[src/rtl/palette_loader.sv]
// rtl/palette_loader.sv - byte-stream parser driving the colour palette write port
module palette_loader #(
   parameter  int PALETTE_LENGTH = 256,
   parameter  int COLOR_BITS     = 12,
   localparam int INDEX_BITS     = $clog2(PALETTE_LENGTH)
) (
   input  logic                  clk_i,
   input  logic                  reset_ni,
   input  logic [7:0]            s_data_i,
   input  logic                  s_valid_i,
   input  logic                  s_last_i,
   output logic                  s_ready_o,
   output logic                  wr_en_o,
   output logic [INDEX_BITS-1:0] wr_index_o,
   output logic [COLOR_BITS-1:0] wr_color_o,
   output logic                  busy_o,
   output logic                  done_o,
   output logic                  err_o
);

   typedef enum logic [2:0] {
      ST_IDLE  = 3'd0,
      ST_CNT   = 3'd1,
      ST_HI    = 3'd2,
      ST_LO    = 3'd3,
      ST_DRAIN = 3'd4
   } state_t;

   state_t                state_q, state_d;
   logic                  ready_q, ready_d;
   logic [INDEX_BITS-1:0] idx_q, idx_d;
   logic [8:0]            rem_q, rem_d;
   // only the hi bits that survive into the colour word are kept
   logic [COLOR_BITS-9:0] hi_q, hi_d;
   logic                  wr_en_q, wr_en_d;
   logic [INDEX_BITS-1:0] wr_index_q, wr_index_d;
   logic [COLOR_BITS-1:0] wr_color_q, wr_color_d;
   logic                  done_q, done_d;
   logic                  err_q, err_d;
   logic                  accept;

   assign accept = s_valid_i & ready_q;

   // next-state and registered-output computation; only accepted bytes advance the parser
   always_comb begin
      state_d    = state_q;
      ready_d    = 1'b1;
      idx_d      = idx_q;
      rem_d      = rem_q;
      hi_d       = hi_q;
      wr_en_d    = 1'b0;
      wr_index_d = wr_index_q;
      wr_color_d = wr_color_q;
      done_d     = 1'b0;
      err_d      = 1'b0;
      if (accept) begin
         case (state_q)
            ST_IDLE: begin
               idx_d = s_data_i[INDEX_BITS-1:0];
               if (s_last_i) begin
                  err_d = 1'b1;
               end else begin
                  state_d = ST_CNT;
               end
            end
            ST_CNT: begin
               rem_d = {1'b0, s_data_i} + 9'd1;
               if (s_last_i) begin
                  err_d   = 1'b1;
                  state_d = ST_IDLE;
               end else begin
                  state_d = ST_HI;
               end
            end
            ST_HI: begin
               hi_d = s_data_i[COLOR_BITS-9:0];
               if (s_last_i) begin
                  err_d   = 1'b1;
                  state_d = ST_IDLE;
               end else begin
                  state_d = ST_LO;
               end
            end
            ST_LO: begin
               // the write always goes out, even when this byte ends the packet early
               wr_en_d    = 1'b1;
               wr_index_d = idx_q;
               wr_color_d = {hi_q, s_data_i};
               idx_d      = idx_q + 1'b1;
               rem_d      = rem_q - 9'd1;
               if (rem_q == 9'd1) begin
                  if (s_last_i) begin
                     done_d  = 1'b1;
                     state_d = ST_IDLE;
                  end else begin
                     err_d   = 1'b1;
                     state_d = ST_DRAIN;
                  end
               end else if (s_last_i) begin
                  err_d   = 1'b1;
                  state_d = ST_IDLE;
               end else begin
                  state_d = ST_HI;
               end
            end
            ST_DRAIN: begin
               if (s_last_i) begin
                  state_d = ST_IDLE;
               end
            end
            default: state_d = ST_IDLE;
         endcase
      end
   end

   // state and output registers; reset drops any write that was about to be issued
   always_ff @(posedge clk_i or negedge reset_ni) begin
      if (!reset_ni) begin
         state_q    <= ST_IDLE;
         ready_q    <= 1'b0;
         idx_q      <= '0;
         rem_q      <= '0;
         hi_q       <= '0;
         wr_en_q    <= 1'b0;
         wr_index_q <= '0;
         wr_color_q <= '0;
         done_q     <= 1'b0;
         err_q      <= 1'b0;
      end else begin
         state_q    <= state_d;
         ready_q    <= ready_d;
         idx_q      <= idx_d;
         rem_q      <= rem_d;
         hi_q       <= hi_d;
         wr_en_q    <= wr_en_d;
         wr_index_q <= wr_index_d;
         wr_color_q <= wr_color_d;
         done_q     <= done_d;
         err_q      <= err_d;
      end
   end

   assign s_ready_o  = ready_q;
   assign wr_en_o    = wr_en_q;
   assign wr_index_o = wr_index_q;
   assign wr_color_o = wr_color_q;
   assign busy_o     = (state_q != ST_IDLE);
   assign done_o     = done_q;
   assign err_o      = err_q;

endmodule

[config.mk]
export PLATFORM = sky130hd
export DESIGN_NAME = palette_loader
export DESIGN_NICKNAME = d
export VERILOG_FILES = /design/src/rtl/palette_loader.sv
export SDC_FILE = /design/constraint.sdc
export NUM_CORES = 1
export LEC_CHECK = 0
export ABC_AREA = 1
export CAP_MARGIN = 20
export CORE_ASPECT_RATIO = 1.5
export CORE_MARGIN = 5
export CORE_UTILIZATION = 45
export CTS_BUF_LIST = sky130_fd_sc_hd__clkbuf_16
export DETAILED_ROUTE_END_ITERATION = 10
export GPL_TIMING_DRIVEN = 0
export MAX_ROUTING_LAYER = met4
export PLACE_DENSITY_LB_ADDON = 0.05
export SKIP_CTS_REPAIR_TIMING = 1
export SYNTH_ARGS = -nofsm -noshare
export SYNTH_HDL_FRONTEND = slang
export SYNTH_SLANG_ARGS = --single-unit
[constraint.sdc]
create_clock -name clk_i -period 1.4 [get_ports clk_i]
set_clock_uncertainty 0.2 [all_clocks]
set_input_delay 0.21 -clock clk_i [delete_from_list [all_inputs] [get_ports clk_i]]
set_output_delay 0.21 -clock clk_i [all_outputs]
set_load 0.02 [all_outputs]
==> out/metrics.cfg <==
[sta]
fin_crit_ns=1.69
fin_ws_ns=-0.288
hold_viol=0
slew_viol_final=0
setup_viol=43
finalCritPeriodShare_pct=121
rsz0062_at_grt=true
fin_hold_ws_ns=0.0884
clock.fmax_mhz=592

[global_routing]
grt_pass1_vias=2179
overflow=0
grt_max_degree=32
antenna_found_initial=0
grt_first_pass_wirelength_um=10200
grtUsageTotal_pct=18.7

[power]
ir_drop_mv=0.976
leakage_nw=2.20
power_density_nw_per_um2=1810

[worst_setup_path]
critical_path_required_ns=0.99
cp_max_fo=5
endpoint_kind=output pin
cp.arrival_ns=1.28
worstSetupStartpointType=flip-flop
criticalPathCategory=flip-flop to output pin

[cells_and_area]
final_core_util_pct=74.5
layout_commonest_cell=nand2_1
num_antenna_cells=0
final_cell_mix=60 x nand2_1, 44 x dfrtp_1, 29 x inv_1
finalNonFillerCells=465
drive_gt1_share_pct=36.2
area_growth_pct=62.5
final_nets=413

[routing]
drtAntennaViolNets=0
viasPerCell=5.23
drt_iter0_markers=184
wl_per_cell_um=16.3
drt-total-wl_um=7580
vias=2432
first_pass_iters=4
drcViolationCount=0

[synthesis]
synth.lib_cells_used.distinct=26
syn_nets=339
syn-instance-count=320
synth_top_area_share_pct=48.5
syn_area_per_cell_sq_um=7.75
ys_seq_area_share_pct=48.5
synthTopCellsByArea=dfrtp_1 48%, nand2_1 13%, o21ai_0 8.1%
synth_area_sq_um=2480
synth_top_cell_by_area=dfrtp_1
ys.warnings.count=0
ys_seq_elements=48

[clocking]
clockRootBuffer=clkbuf_16
htree_levels=2
cts_sinks=48
cts_tree=yes
path_clk_slew_ns=0.07
cts_buffers=5
cts_buffer_depth=2
clkLatencyLatePin_ns=0.29

[run_status]
status=finished, violations left
violations=negative setup slack

[floorplan]
ioPinCount=37
start_util_pct=45.8
dieWidth_um=70.6
fp.coreArea_sq_um=5410
fp-row-count=33
die-height_um=101
dieArea_sq_um=7120

[placed_design]
post-place-ws_ns=-0.503
dp_cells=427
port_buffers=36
gp_congestion=0.935
dp_hpwl_um=4680

[run]
maxCapViolCount=0

[min_path]
min_path_type=primary input to flip-flop

==> cell type report <==
cell class	count	area, sq um
Multi-Input combinational cell	223	1430
Fill cell	355	1380
Sequential cell	48	1210
Timing Repair Buffer	66	827
Inverter	40	165
Buffer	9	134
Clock buffer	5	125
Tap cell	70	87.6
Clock inverter	3	46.3
Timing Repair inverter	1	6.26
==> worst max-delay path, stage by stage, from the launching register on <==
cell and delay, ns:
dfrtp_1 0.40, buf_4 0.15, nor2_4 0.18, nand2_4 0.09, clkbuf_2 0.17
==> power breakdown <==
part	internal [mW]	total, mW	switching (mW)
clock	0.849	1.39	0.544
sequential	1.95	2.46	0.510
combinational	1.60	3.46	1.86
total	4.39	7.31	2.91
==> sequential cells by signal, indices dropped and copies added, names as in the netlist <==
signal,cells
wr_color_o,12
wr_index_o,8
state_q,3
s_ready_o,1
idx_q,8
err_o,1
hi_q,4
rem_q,9
done_o,1
wr_en_o,1
==> metrics by stage <==
stage	power, mW	cell area, sq um	setup TNS (ns)
floorplan	3.93	2560	-1.17
global placement	4.87	3000	-85.83
detailed placement	4.93	3020	-15.64
CTS	6.32	3190	-14.94
global route	7.75	4030	-9.83
finish	7.31	4030	-7.65
==> kinds of logic (layout without fill, tap and decap cells) <==
| logic type | after synthesis | count (layout) | share of synthesized area, % |
|---|---|---|---|
| simple gates | 148 | 148 | 24.6 |
| flops | 48 | 48 | 48.5 |
| compound gates | 62 | 62 | 13.1 |
| other cells | 1 | 1 | 0.151 |
| buf+inv | 49 | 124 | 8.38 |
| xor+xnor | 5 | 5 | 1.77 |
| fa+ha+maj | 7 | 7 | 3.53 |
==> metal layers <==
layer  track usage, %  vias to the layer above  part of all wire [%]
li1                 -                     1186                     -
met1             20.0                     1149                    37
met2             33.9                       78                    55
met3             3.29                       19                   4.7
met4             7.67                        0                   2.5
met5                -                        -                     0
==> worst paths after layout <==
kind | startpoint | to | slack (ns) | depth (start not counted)
worst min-delay path | s_data_i[1] | wr_color_o[1] | 0.09 | 3
worst min register to register | wr_color_o[11] | wr_color_o[11] | 0.28 | 2
min in group asynchronous | reset_ni | wr_index_o[6] | 0.19 | 2
max in group asynchronous | reset_ni | rem_q[0] | 0.30 | 3
worst max-delay path | state_q[2] | busy_o | -0.29 | 4
worst max register to register | rem_q[5] | state_q[1] | -0.27 | 9
==> synthesized netlist by cell type <==
cell type,n
xor2_1,4
clkinv_1,1
o21ai_0,40
inv_1,39
nor3_1,2
buf_6,2
nand3_1,31
conb_1,1
nand2_1,89
ha_1,7
a21oi_1,8
o21ai_1,8
clkbuf_1,2
buf_2,4
or2_2,1
buf_4,1
o211ai_1,3
nand2_2,1
nor2_2,1
dfrtp_1,48
nor2_1,21
nand4_1,2
a31oi_1,1
xnor2_1,1
a21oi_2,1
a22oi_1,1
Note: power is estimated with default switching activity, not from simulation.
